--- config.mk ---
export PLATFORM = sky130hd
export DESIGN_NAME = chan_mux_scan_flat
export DESIGN_NICKNAME = d
export VERILOG_FILES = /design/src/rtl/chan_mux_scan_if.sv /design/src/rtl/chan_mux_scan.sv /design/src/flat_wrapper.sv
export SDC_FILE = /design/constraint.sdc
export NUM_CORES = 1
export LEC_CHECK = 0
export ABC_AREA = 1
export CAP_MARGIN = 5
export CORE_MARGIN = 4
export CORE_UTILIZATION = 47
export CTS_CLUSTER_SIZE = 40
export DETAILED_ROUTE_END_ITERATION = 12
export HOLD_SLACK_MARGIN = 0.08
export PLACE_DENSITY = 0.8
export SYNTH_ARGS = -nofsm -noshare
export SYNTH_HDL_FRONTEND = slang
export SYNTH_SLANG_ARGS = --single-unit
--- constraint.sdc ---
create_clock -name clk -period 2.7 [get_ports clk]
set_clock_uncertainty 0.15 [all_clocks]
set_input_delay 0.675 -clock clk [delete_from_list [all_inputs] [get_ports clk]]
set_output_delay 0.675 -clock clk [all_outputs]
set_load 0.05 [all_outputs]
--- src/rtl/chan_mux_scan_if.sv ---
// chan_mux_scan_if: bundles the channel inputs, mode controls and the
// registered valid/ready output of chan_mux_scan.
//   master : drives din/sel/mode/en/dwell/y_ready, observes y/y_ch/y_valid/wrap
//   slave  : the selector itself
interface chan_mux_scan_if #(
  parameter int NCH     = 4,
  parameter int W       = 8,
  parameter int DWELL_W = 8
);
  localparam int SW = (NCH > 1) ? $clog2(NCH) : 1;

  logic [NCH*W-1:0]   din;
  logic [SW-1:0]      sel;
  logic               mode;
  logic               en;
  logic [DWELL_W-1:0] dwell;
  logic [W-1:0]       y;
  logic [SW-1:0]      y_ch;
  logic               y_valid;
  logic               y_ready;
  logic               wrap;

  modport master (
    output din, sel, mode, en, dwell, y_ready,
    input  y, y_ch, y_valid, wrap
  );

  modport slave (
    input  din, sel, mode, en, dwell, y_ready,
    output y, y_ch, y_valid, wrap
  );
endinterface

--- src/rtl/chan_mux_scan.sv ---
// chan_mux_scan: NCH-channel, W-bit registered selector with a DIRECT mode
// (external sel) and a SCAN mode (round-robin, dwell samples per channel).
// Output is a one-entry register with valid/ready handshake; a new sample is
// captured whenever en is high and the register is empty or being drained.
//   clk, rst_n : clock, asynchronous active-low reset
//   bus        : chan_mux_scan_if.slave (din, sel, mode, en, dwell, y_ready in;
//                y, y_ch, y_valid, wrap out)
module chan_mux_scan #(
  parameter int NCH     = 4,
  parameter int W       = 8,
  parameter int DWELL_W = 8
) (
  input  logic          clk,
  input  logic          rst_n,
  chan_mux_scan_if.slave bus
);
  localparam int SW = (NCH > 1) ? $clog2(NCH) : 1;
  localparam logic [SW-1:0] LAST_CH = SW'(NCH - 1);

  typedef enum logic [1:0] {IDLE, DIRECT, SCAN} state_e;

  state_e               state_q, state_d;
  logic [W-1:0]         y_q, y_d;
  logic [SW-1:0]        y_ch_q, y_ch_d;
  logic                 y_valid_q, y_valid_d;
  logic                 wrap_q, wrap_d;
  logic [SW-1:0]        ptr_q, ptr_d;
  logic [DWELL_W-1:0]   dcnt_q, dcnt_d;

  logic [NCH-1:0][W-1:0] ch;
  logic                  cap, entering, last;
  logic [SW-1:0]         ptr_eff, sel_eff;
  logic [DWELL_W-1:0]    dcnt_eff;
  logic [DWELL_W:0]      dcnt_inc, dwell_eff;

  assign ch = bus.din;

  always_comb begin
    state_d   = !bus.en ? IDLE : (bus.mode ? SCAN : DIRECT);
    // Entering SCAN restarts the scan at channel 0 regardless of stale state.
    entering  = (state_d == SCAN) && (state_q != SCAN);
    ptr_eff   = entering ? '0 : ptr_q;
    dcnt_eff  = entering ? '0 : dcnt_q;
    sel_eff   = (int'(bus.sel) >= NCH) ? LAST_CH : bus.sel;
    cap       = bus.en && (!y_valid_q || bus.y_ready);
    // One extra bit so dcnt+1 never overflows; dwell 0 behaves as 1.
    dcnt_inc  = {1'b0, dcnt_eff} + 1'b1;
    dwell_eff = (bus.dwell == '0) ? (DWELL_W+1)'(1) : {1'b0, bus.dwell};
    last      = (dcnt_inc >= dwell_eff);

    y_d       = y_q;
    y_ch_d    = y_ch_q;
    y_valid_d = y_valid_q && !bus.y_ready;
    wrap_d    = 1'b0;
    ptr_d     = ptr_eff;
    dcnt_d    = dcnt_eff;

    if (cap) begin
      y_valid_d = 1'b1;
      if (state_d == SCAN) begin
        y_d    = ch[ptr_eff];
        y_ch_d = ptr_eff;
        if (last) begin
          dcnt_d = '0;
          ptr_d  = (ptr_eff == LAST_CH) ? '0 : SW'(ptr_eff + 1'b1);
          wrap_d = (ptr_eff == LAST_CH);
        end else begin
          dcnt_d = dcnt_inc[DWELL_W-1:0];
        end
      end else begin
        y_d    = ch[sel_eff];
        y_ch_d = sel_eff;
      end
    end
  end

  always_ff @(posedge clk or negedge rst_n) begin
    if (!rst_n) begin
      state_q   <= IDLE;
      y_q       <= '0;
      y_ch_q    <= '0;
      y_valid_q <= 1'b0;
      wrap_q    <= 1'b0;
      ptr_q     <= '0;
      dcnt_q    <= '0;
    end else begin
      state_q   <= state_d;
      y_q       <= y_d;
      y_ch_q    <= y_ch_d;
      y_valid_q <= y_valid_d;
      wrap_q    <= wrap_d;
      ptr_q     <= ptr_d;
      dcnt_q    <= dcnt_d;
    end
  end

  assign bus.y       = y_q;
  assign bus.y_ch    = y_ch_q;
  assign bus.y_valid = y_valid_q;
  assign bus.wrap    = wrap_q;
endmodule

--- src/flat_wrapper.sv ---
// flat-port wrapper written by rule: the top's interface ports become plain ports
module chan_mux_scan_flat 
#(
  parameter int NCH     = 4,
  parameter int W       = 8,
  parameter int DWELL_W = 8
)
  (clk, rst_n, bus_din, bus_sel, bus_mode, bus_en, bus_dwell, bus_y_ready, bus_y, bus_y_ch, bus_y_valid, bus_wrap);
  chan_mux_scan_if #(.NCH(NCH), .W(W), .DWELL_W(DWELL_W)) bus_i ();
  input  logic clk;
  input  logic rst_n;
  input wire logic [$bits(bus_i.din)-1:0] bus_din;
  input wire logic [$bits(bus_i.sel)-1:0] bus_sel;
  input wire logic [$bits(bus_i.mode)-1:0] bus_mode;
  input wire logic [$bits(bus_i.en)-1:0] bus_en;
  input wire logic [$bits(bus_i.dwell)-1:0] bus_dwell;
  input wire logic [$bits(bus_i.y_ready)-1:0] bus_y_ready;
  output wire logic [$bits(bus_i.y)-1:0] bus_y;
  output wire logic [$bits(bus_i.y_ch)-1:0] bus_y_ch;
  output wire logic [$bits(bus_i.y_valid)-1:0] bus_y_valid;
  output wire logic [$bits(bus_i.wrap)-1:0] bus_wrap;
  assign bus_i.din = bus_din;
  assign bus_i.sel = bus_sel;
  assign bus_i.mode = bus_mode;
  assign bus_i.en = bus_en;
  assign bus_i.dwell = bus_dwell;
  assign bus_i.y_ready = bus_y_ready;
  assign bus_y = bus_i.y;
  assign bus_y_ch = bus_i.y_ch;
  assign bus_y_valid = bus_i.y_valid;
  assign bus_wrap = bus_i.wrap;
  chan_mux_scan #(.NCH(NCH), .W(W), .DWELL_W(DWELL_W)) u_core (.clk(clk), .rst_n(rst_n), .bus(bus_i));
endmodule
==> metrics.md, run 1 <==
| Metric | Value |
|---|---|
| Final Critical Period | `around 2.6 ns` |
| R2r endpoint | `u_core.dcnt_q[6]$_DFF_PN0_` |
| CP arrival | `2.59 ns` |
| Detailed Place HPWL | `about 4600 um` |
| Reg2reg start | `u_core.state_q[0]$_DFF_PN0_` |
| Clock slew at reported path FFs | `~0.090 ns` |
| Peak supply drop | `around 340 uV` |
| Final wirelength | `6090 um` |
| Hold/Removal Path Class | `register to register` |
| GRT overflow | `0` |
| Initial Util | `0.489` |
| GRT Total Usage | `0.241` |
| H-Tree Depth | `1` |
| Final hold violation count | `0` |
| Drt first pass iters | `5` |
| CTS tree | `built` |
| Synth Register Bits | `24` |
| Vias | `approximately 2300` |
| Overall Power | `about 1.1 mW` |
| Via-to-Cell Ratio | `5.21` |
| Cts bufs inserted | `3` |
| Hold Slack | `around 0.33 ns` |
| Vias in the first global route | `2157` |
| CP Launch Type | `input port` |
| Util after Layout | `0.748` |
| Static Leak | `between 1 and 1.5 nW` |
| Cell Rows | `23` |
| Post-synth ARST share | `1.00` |
| Reg power frac | `0.376` |
| Setup violators final | `0` |
| Drt wl/cell | `around 14 um` |
| DRT iter0 DRCs | `approximately 240` |
| Root buffer cell | `clkbuf_8` |
| Fmax | `between 300 and 400 MHz` |
| Synth Warn # | `0` |
| Status | `finished, final reports clean` |
| Worst reg-to-reg setup slack | `between 0.2 and 0.25 ns` |
| Worst setup margin | `between 0.1 and 0.15 ns` |
| Worst skew pair latency | `0.28 ns` |
| Hold_buf cts | `0` |
| Max-cap violations | `0` |
| Final std cells w/o fill | `~450` |
| DP Worst Slack | `-0.552 ns` |
| WP data required | `2.73 ns` |
| Die area | `~5300 um^2` |
| Dominant synthesized flop cell | `dfrtp_1` |
| Synthesized area | `around 2000 um^2` |
| Max Slew Vio Count | `0` |
| Area of the core | `4000 um^2` |
| Initial antenna violation count | `0` |
| Synth area leader | `dfrtp_1` |
| Post-synthesis sequential area ratio | `0.307` |
| Post-route clock period utilization | `0.947` |
| Nets | `~460` |
| GPL Wtd Cong | `approximately 0.91` |
| Switching Share | `0.354` |
| Largest net degree at the start of global routing | `25` |
| Synth area leaders | `dfrtp_1 (31%), nand2_1 (17%), inv_1 (6.9%)` |
| Netlist cell types | `27` |
| Layout cell share with drive strength beyond 1 | `0.204` |
| Cell Pwr Density | `approximately 370 nW/um^2` |
| Synthesized instance count | `just over 300` |
| Post-synthesis area per instance | `roughly 6.5 um^2` |
| Comb pwr share | `0.395` |
| Peak fanout along the critical path | `8` |
| Die Width | `a little over 70 um` |
| Relative slew slack | `0.634` |
| Reg2Reg Depth | `20` |
| Post-route setup TNS | `0 ns` |
| Post-synth EDFFs | `0` |
| Slew @ Worst Pin | `between 0.5 and 0.6 ns` |
| First-pass GRT wire length | `between 10000 and 15000 um` |
| CTS Sinks | `24` |
| IO Pins | `between 50 and 60` |
| Remaining DRCs | `0` |
| Longest Clk Path Bufs | `2` |
| Port Buffers | `between 50 and 60` |
| Sw power | `between 0.3 and 0.4 mW` |
| Crit. Startpoint | `bus_mode` |
| Area after DPL | `~2900 um^2` |
| Antenna Cells | `0` |
| Setup CP Type | `input port to register` |
| Critical Path Sink Type | `register` |
| Synth top area share | `0.307` |
| Dpl cells | `around 440` |
| Design area | `between 2000 and 3000 um^2` |
| Final ANT Viol Nets | `0` |
| Setup crit end | `u_core.dcnt_q[6]$_DFF_PN0_` |
| Net Count, Synth | `359` |
| Die span in y | `72.5 um` |
| Layout area overhead | `52.9%` |
| Internal power | `a little over 0.7 mW` |
| Clock share of power | `0.230` |
-- how the worst min path moves through the flow --
stage                                            from                           to  slack (ns)  cells after the start
after global routing      u_core.bus.y[7]$_DFFE_PN0P_  u_core.bus.y[7]$_DFFE_PN0P_        0.36                      2
after detailed placement  u_core.bus.y[0]$_DFFE_PN0P_  u_core.bus.y[0]$_DFFE_PN0P_        0.32                      2
after global placement    u_core.bus.y[0]$_DFFE_PN0P_  u_core.bus.y[0]$_DFFE_PN0P_        0.31                      2
after floorplan                                 rst_n    u_core.bus.wrap$_DFF_PN0_        0.23                      0
after CTS                 u_core.bus.y[0]$_DFFE_PN0P_  u_core.bus.y[0]$_DFFE_PN0P_        0.34                      2
final                     u_core.bus.y[0]$_DFFE_PN0P_  u_core.bus.y[0]$_DFFE_PN0P_        0.33                      2
-- state kept, by name, indices dropped and copies added, names as in the netlist --
| signal | flops |
|---|---|
| u_core.bus.y | 8 |
| u_core.bus.y_ch | 2 |
| u_core.state_q | 2 |
| u_core.ptr_q | 2 |
| u_core.bus.y_valid | 1 |
| u_core.dcnt_q | 8 |
| u_core.bus.wrap | 1 |
-- cell usage after synthesis (2+ instances only) --
library cell   n
nand2_2        6
dfrtp_1       24
ha_1           9
inv_1         36
and2_1         2
inv_2          6
buf_2          3
nand3_1       18
clkbuf_1       5
o21ai_1        4
a21oi_1       16
nor2_1        29
xor2_1         2
nand2_1       87
nor2_2         3
o21ai_0       27
o22ai_1       10
o211ai_1       7
-- placed cells by master, fill, tap and decap left out, types with 16 or more instances in the layout --
cell              n
nor2_1           28
o21ai_0          27
dfrtp_1          24
buf_4            42
nand3_1          17
nand2_1          83
inv_1            35
clkdlybuf4s50_1  55
a21oi_1          16
-- critical path, cell delays in order --
cell and delay, ns:
clkbuf_2 0.10, nand2_2 0.09, inv_4 0.05, nand2_8 0.08, nand3_4 0.10, nor2_4 0.18, nand2_2 0.09, and2_4 0.17
ha_4 0.26, nand2_1 0.06, nor2_1 0.10, nand2_1 0.06, nand3_1 0.07, nand2_1 0.05, nand2_1 0.06, nand2_2 0.08
nand2_4 0.08, buf_4 0.11, inv_2 0.02, nand2_1 0.05, nand2_1 0.05
-- cell type report --
class                   instances  area [um^2]
multi-input cells             226         1220
fillers                       304         1010
repair buffers                100          888
flip-flops and latches         24          601
inverters                      44          168
well taps                      50         62.6
clock buffers                   4         55.1
-- timing repair --
action | CTS | global route
resized for setup | 7 | 16
setup endpoints to repair | 11 | 10
pin swaps | 4 | 10
buffers inserted | 3 | 0
-- kinds of logic (layout without fill, tap and decap cells) --
| logic type | Yosys count | in the layout | synth area share |
|---|---|---|---|
| AND/OR/NAND/NOR | 149 | 149 | 0.329 |
| flip-flops | 24 | 24 | 0.307 |
| AO/OA/AOI/OAI | 66 | 66 | 0.189 |
| XOR/XNOR | 2 | 2 | 0.00895 |
| adder cells (fa/ha/maj) | 9 | 9 | 0.0575 |
| buffers and inverters | 53 | 148 | 0.109 |
-- power by group through the flow --
stage	registers [mW]	logic (mW)	clock network, mW
3_5_place_dp	0.422	0.430	0
3_3_place_gp	0.422	0.423	0
6_report	0.416	0.437	0.254
4_1_cts	0.416	0.434	0.257
2_1_floorplan	0.510	0.136	0
5_1_grt	0.420	0.472	0.272
-- routing by layer --
metal / wire [um] / vias to the layer above / track usage
met2: 2810 / 74 / 0.380
met3: 351 / 15 / 0.0388
li1: - / 1178 / -
met5: 0 / - / 0
met4: 170 / 0 / 0.0779
met1: 2750 / 1065 / 0.338
Note: power is estimated with default switching activity, not from simulation.
==> run 2: changes to the inputs <==
--- a/config.mk
+++ b/config.mk
@@ -8,11 +8,11 @@
 export ABC_AREA = 1
 export CAP_MARGIN = 5
 export CORE_MARGIN = 4
-export CORE_UTILIZATION = 47
+export CORE_UTILIZATION = 48
 export CTS_CLUSTER_SIZE = 40
 export DETAILED_ROUTE_END_ITERATION = 12
 export HOLD_SLACK_MARGIN = 0.08
-export PLACE_DENSITY = 0.8
+export PLACE_DENSITY = 0.81
 export SYNTH_ARGS = -nofsm -noshare
 export SYNTH_HDL_FRONTEND = slang
 export SYNTH_SLANG_ARGS = --single-unit
==> constraint.sdc (replaced) <==
create_clock -name clk -period 3 [get_ports clk]
set_clock_uncertainty 0.15 [all_clocks]
set_input_delay 0.75 -clock clk [delete_from_list [all_inputs] [get_ports clk]]
set_output_delay 0.75 -clock clk [all_outputs]
set_load 0.05 [all_outputs]
==> run 2 against run 1 <==
  * Sequential power is 8.4% lower
  * Critical path type unchanged
  * Via count is 0.43% lower
  * Register-to-register slack gained 0.12 ns
==> metrics.md, run 2 (synthesis gave the netlist of run 1 again) <==
| Metric | Value |
|---|---|
| Internal power | `about 0.60 mW` |
| Die Width | `about 72 um` |
| Slew @ Worst Pin | `a little over 0.6 ns` |
| Most frequent cells in the layout | `nand2_1 (84), clkdlybuf4s50_1 (56), inv_1 (36), nor2_1 (28)` |
| CP arrival | `~3.0 ns` |
| Max Slew Vio Count | `0` |
| Reg2Reg Depth | `18` |
| Worst skew pair latency | `around 0.26 ns` |
| CTS tree | `built` |
| Final wirelength | `between 6000 and 7000 um` |
| Initial Util | `0.515` |
| Cts bufs inserted | `3` |
| Vias | `2322` |
| Root buffer cell | `clkbuf_8` |
| Clock slew at reported path FFs | `0.08 ns` |
| Hold_buf cts | `0` |
| Via-to-Cell Ratio | `between 5 and 6` |
| Status | `finished, final reports clean` |
| Critical Path Sink Type | `register` |
| WP data required | `slightly above 3 ns` |
| Hold/Removal Path Class | `register to register` |
| Remaining DRCs | `0` |
| Overall Power | `0.946 mW` |
| Relative slew slack | `0.592` |
| Final std cells w/o fill | `around 430` |
| First-pass GRT wire length | `around 10000 um` |
| Nets | `about 440` |
| Reg power frac | `0.403` |
| Final hold violation count | `0` |
| Commonest non-fill, non-tap cell in the layout | `nand2_1` |
| CTS Sinks | `24` |
| Peak fanout along the critical path | `9` |
| Port Buffers | `between 50 and 60` |
| Post-route clock period utilization | `0.984` |
| Fmax | `between 300 and 400 MHz` |
| GRT Total Usage | `0.241` |
| CP Launch Type | `input port` |
| Comb pwr share | `0.397` |
| Fill cells | `~310` |
| Initial antenna violation count | `0` |
| Largest net degree at the start of global routing | `25` |
| Longest Clk Path Bufs | `2` |
| Hold depth | `2` |
| IO Pins | `59` |
| Die area | `between 5000 and 6000 um^2` |
| Detailed Place HPWL | `approximately 4600 um` |
| Cell Pwr Density | `330 nW/um^2` |
| Dpl cells | `423` |
| Worst stage delay on the critical path | `0.26 ns` |
| Vias in the first global route | `about 2100` |
| Critical Path Most Common Cell | `nand2_1` |
| Layout cell share with drive strength beyond 1 | `0.151` |
| DP Worst Slack | `-0.392 ns` |
| Max-cap violations | `0` |
| Area of the core | `around 3800 um^2` |
| Antenna Cells | `0` |
| Cell Rows | `22` |
| Clock share of power | `0.200` |
| Drt wl/cell | `14.7 um` |
| Static Leak | `1.40 nW` |
| Worst setup margin | `0.0473 ns` |
| Setup CP Type | `input port to register` |
| Switching Share | `0.365` |
| Peak supply drop | `~430 uV` |
| Final Critical Period | `2.95 ns` |
| Setup violators final | `0` |
| Critical path, cell by cell | `dlygate4sd2_1, nand2_2, inv_4, nand2_8, nand3_4, nor2_4, nand2_1, buf_4, nand2_1, and2_1, ha_1, nand2_1, inv_1, nand2_1, nand2_1, nand2_2, nand2_4, buf_4, o22ai_1` |
| Layout area overhead | `46.3%` |
| Drt first pass iters | `5` |
| DRT iter0 DRCs | `between 150 and 200` |
| Final ANT Viol Nets | `0` |
| Die span in y | `71.9 um` |
| H-Tree Depth | `1` |
| Util after Layout | `0.754` |
| GRT overflow | `0` |
| Sw power | `between 0.3 and 0.4 mW` |
| CP max-delay cell | `dlygate4sd2_1` |
| GPL Wtd Cong | `a little over 0.9` |
==> run 2: metal layers <==
metal	up-vias	GRT usage	share of wire
met4	0	0.0522	0.018
met1	1058	0.340	0.43
met5	-	0	0
met3	14	0.0379	0.077
met2	110	0.388	0.48
li1	1140	-	-
==> run 2: area by class of cell <==
type | count | area, um^2 | area share
clock buffer | 3 | 41.3 | 0.0144
inverter | 44 | 168 | 0.0586
multi-input combinational | 226 | 1200 | 0.418
timing repair buffer | 86 | 796 | 0.278
sequential | 24 | 601 | 0.210
tap | 48 | 60.1 | 0.0210
==> run 2: per-stage QoR <==
step	hold WS (ns)	area [um^2]	setup TNS, ns
after floorplan	0.304	1960	0
after global placement	0.311	2730	-2.53
after detailed placement	0.316	2730	-3.88
after CTS	0.338	2840	0
after global routing	0.376	2860	-0.0944
final	0.336	2860	0
==> run 2: what timing repair did <==
action	CTS	global route
pin swaps	4	5
endpoints found under the setup margin	10	10
buffers inserted	5	0
resized for setup	10	5
==> run 2: final timing paths <==
path	startpoint	to	slack [ns]
setup / recovery	bus_en	u_core.dcnt_q[4]$_DFF_PN0_	0.05
hold / removal	u_core.bus.y[7]$_DFFE_PN0P_	u_core.bus.y[7]$_DFFE_PN0P_	0.34
setup reg to reg	u_core.state_q[0]$_DFF_PN0_	u_core.dcnt_q[4]$_DFF_PN0_	0.34
hold reg to reg	u_core.bus.y[7]$_DFFE_PN0P_	u_core.bus.y[7]$_DFFE_PN0P_	0.34
max in group asynchronous	rst_n	u_core.ptr_q[0]$_DFF_PN0_	1.77
min in group asynchronous	rst_n	u_core.bus.y[3]$_DFFE_PN0P_	0.68
==> run 2: power groups by stage <==
| stage | clock network, mW | registers [mW] | logic [mW] |
|---|---|---|---|
| finish | 0.190 | 0.381 | 0.375 |
| global route | 0.207 | 0.384 | 0.404 |
| CTS | 0.193 | 0.380 | 0.371 |
| detailed placement | 0 | 0.386 | 0.362 |
| global placement | 0 | 0.383 | 0.356 |
| floorplan | 0 | 0.459 | 0.122 |
==> run 2: critical path: cells and delay by family <==
kind	cells	cell delay (ns)
adders and majority gates	1	0.23
AOI/OAI and AO/OA	1	0.12
buffers and inverters	5	0.67
and+or+nand+nor	12	1.18
==> run 3: changes to the inputs <==
--- a/config.mk
+++ b/config.mk
@@ -11,8 +11,10 @@
 export CORE_UTILIZATION = 48
 export CTS_CLUSTER_SIZE = 40
 export DETAILED_ROUTE_END_ITERATION = 12
+export GPL_ROUTABILITY_DRIVEN = 0
 export HOLD_SLACK_MARGIN = 0.08
 export PLACE_DENSITY = 0.81
+export SKIP_CTS_REPAIR_TIMING = 1
 export SYNTH_ARGS = -nofsm -noshare
 export SYNTH_HDL_FRONTEND = slang
 export SYNTH_SLANG_ARGS = --single-unit
==> run 3 against run 2 <==
  * Hold slack got worse by 0.00050 ns
  * Via count is 1.2% lower
  * Die area stayed put
  * Critical path type unchanged
  * Highest routed layer unchanged
  * Largest cell class unchanged
==> metrics.md, run 3 (synthesis gave the netlist of run 1 again) <==
| Metric | Value |
|---|---|
| Initial antenna violation count | `0` |
| Port Buffers | `between 50 and 60` |
| DRT iter0 DRCs | `around 140` |
| Antenna Cells | `0` |
| Post-route setup TNS | `0 ns` |
| Via-to-Cell Ratio | `approximately 5.4` |
| Hold Slack | `0.336 ns` |
| Worst stage delay on the critical path | `around 0.31 ns` |
| WP data required | `3.03 ns` |
| Relative slew slack | `0.611` |
| Initial Util | `0.515` |
| Longest Clk Path Bufs | `2` |
| CP Launch Type | `input port` |
| CP max-delay cell | `ha_1` |
| Critical Path Sink Type | `register` |
| Peak fanout along the critical path | `9` |
| IO Pins | `59` |
| Critical path, cell by cell | `dlymetal6s2s_1, nand2_2, inv_4, nand2_8, nand3_2, nor2_4, nand2_2, and2_1, ha_1, nand2_2, inv_1, nand2_1, nand3_1, nand2_1, nand2_1, nand2_2, nand2_4, buf_4, o22ai_1` |
| Min-Delay Endpoint | `u_core.bus.y[7]$_DFFE_PN0P_` |
| Reg2Reg Depth | `18` |
| Nets | `438` |
| Hold depth | `2` |
| Buf+Inv Stages, Crit Path | `4` |
| Detailed Place HPWL | `~4600 um` |
| Final Critical Period | `roughly 2.8 ns` |
| Worst reg-to-reg setup slack | `about 0.4 ns` |
| Slew @ Worst Pin | `approximately 0.58 ns` |
| Commonest non-fill, non-tap cell in the layout | `nand2_1` |
| Clock slew at reported path FFs | `around 0.08 ns` |
| Die span in y | `between 70 and 80 um` |
| Layout cell share with drive strength beyond 1 | `0.139` |
| Drt first pass iters | `5` |
| Final std cells w/o fill | `428` |
| Area of the core | `between 3000 and 4000 um^2` |
| Root buffer cell | `clkbuf_8` |
| Max-cap violations | `0` |
| Die Width | `just over 70 um` |
| H-Tree Depth | `1` |
| CTS tree | `built` |
| Worst skew pair latency | `0.26 ns` |
| Dpl cells | `roughly 420` |
| Reg2reg start | `u_core.state_q[0]$_DFF_PN0_` |
| Fmax | `~360 MHz` |
| Post-route clock period utilization | `0.926` |
| CP delay by family, top | `simple AND/OR/NAND/NOR gates` |
| CP arrival | `roughly 2.8 ns` |
| R2r endpoint | `u_core.dcnt_q[4]$_DFF_PN0_` |
| CTS Sinks | `24` |
| Setup CP Type | `input port to register` |
| Static Leak | `between 1 and 1.5 nW` |
| Cts bufs inserted | `3` |
| Remaining DRCs | `0` |
| First-pass GRT wire length | `9660 um` |
| Max Slew Vio Count | `0` |
| Setup violators final | `0` |
| GRT overflow | `0` |
| Final wirelength | `~6000 um` |
| Most frequent cells in the layout | `nand2_1 (83), clkdlybuf4s50_1 (56), inv_1 (36), nor2_1 (28), o21ai_0 (27)` |
| Layout area overhead | `44.2%` |
| Final hold violation count | `0` |
| RSZ-0062 raised after global routing | `false` |
| Hold wc startpoint | `u_core.bus.y[7]$_DFFE_PN0P_` |
| Vias | `2295` |
| GRT Total Usage | `0.232` |
| Hold/Removal Path Class | `register to register` |
| Status | `finished, final reports clean` |
| Peak supply drop | `about 450 uV` |
| Final ANT Viol Nets | `0` |
| Vias in the first global route | `roughly 2000` |
| Cell Pwr Density | `between 300 and 400 nW/um^2` |
| Crit. Startpoint | `bus_en` |
| Critical Path Most Common Cell | `nand2_2` |
| Largest net degree at the start of global routing | `25` |
| Drt wl/cell | `about 14 um` |
| Die area | `around 5200 um^2` |
| Cell Rows | `22` |
## run 3: changes by cell type in the layout (fill, tap and decap cells not counted), sizes merged
cell / delta
buf: -3
dlymetal6s2s: +2
dlygate4sd2: -2
## run 3: area by class of cell
class	count	area [um^2]
Timing Repair Buffer	83	781
Multi-Input combinational cell	226	1170
Fill cell	331	977
Tap cell	48	60.1
Inverter	44	168
Clock buffer	3	41.3
Sequential cell	24	601
## run 3: tightest hold or removal path, cell delays in order (launching register included)
cell	delay [ns]
dfrtp_1	0.35
nand2_1	0.06
nand2_1	0.05
## run 3: worst max path at each step
stage	end	cells after the start	slack [ns]
2_1_floorplan	u_core.ptr_q[0]$_DFF_PN0_	19	0.22
3_3_place_gp	u_core.ptr_q[0]$_DFF_PN0_	23	-0.27
3_5_place_dp	u_core.dcnt_q[1]$_DFF_PN0_	19	-0.39
4_1_cts	u_core.ptr_q[0]$_DFF_PN0_	20	-0.13
5_1_grt	u_core.ptr_q[0]$_DFF_PN0_	20	0.03
6_report	u_core.dcnt_q[4]$_DFF_PN0_	19	0.22
## run 3: routing by layer
metal / share of wire / vias up / wire, um / track usage
li1: - / 1139 / - / -
met1: 0.43 / 1039 / 2630 / 0.336
met2: 0.48 / 111 / 2890 / 0.368
met3: 0.081 / 6 / 489 / 0.0365
met4: 0.010 / 0 / 61 / 0.0376
met5: 0 / - / 0 / 0
## run 3: where the power goes
group	leakage [nW]	internal [mW]	switching, mW
Clock	0.0216	0.0898	0.101
Combinational	1.07	0.154	0.215
Sequential	0.311	0.354	0.0268
## run 3: stage by stage
stage	setup WS (ns)	total power, mW	utilization	instance area [um^2]
6_report	0.222	0.940	0.743	2820
5_1_grt	0.0297	0.989	0.743	2820
4_1_cts	-0.132	0.937	0.728	2770
3_5_place_dp	-0.392	0.747	0.717	2730
3_3_place_gp	-0.265	0.739	0.717	2730
2_1_floorplan	0.224	0.581	-	1960
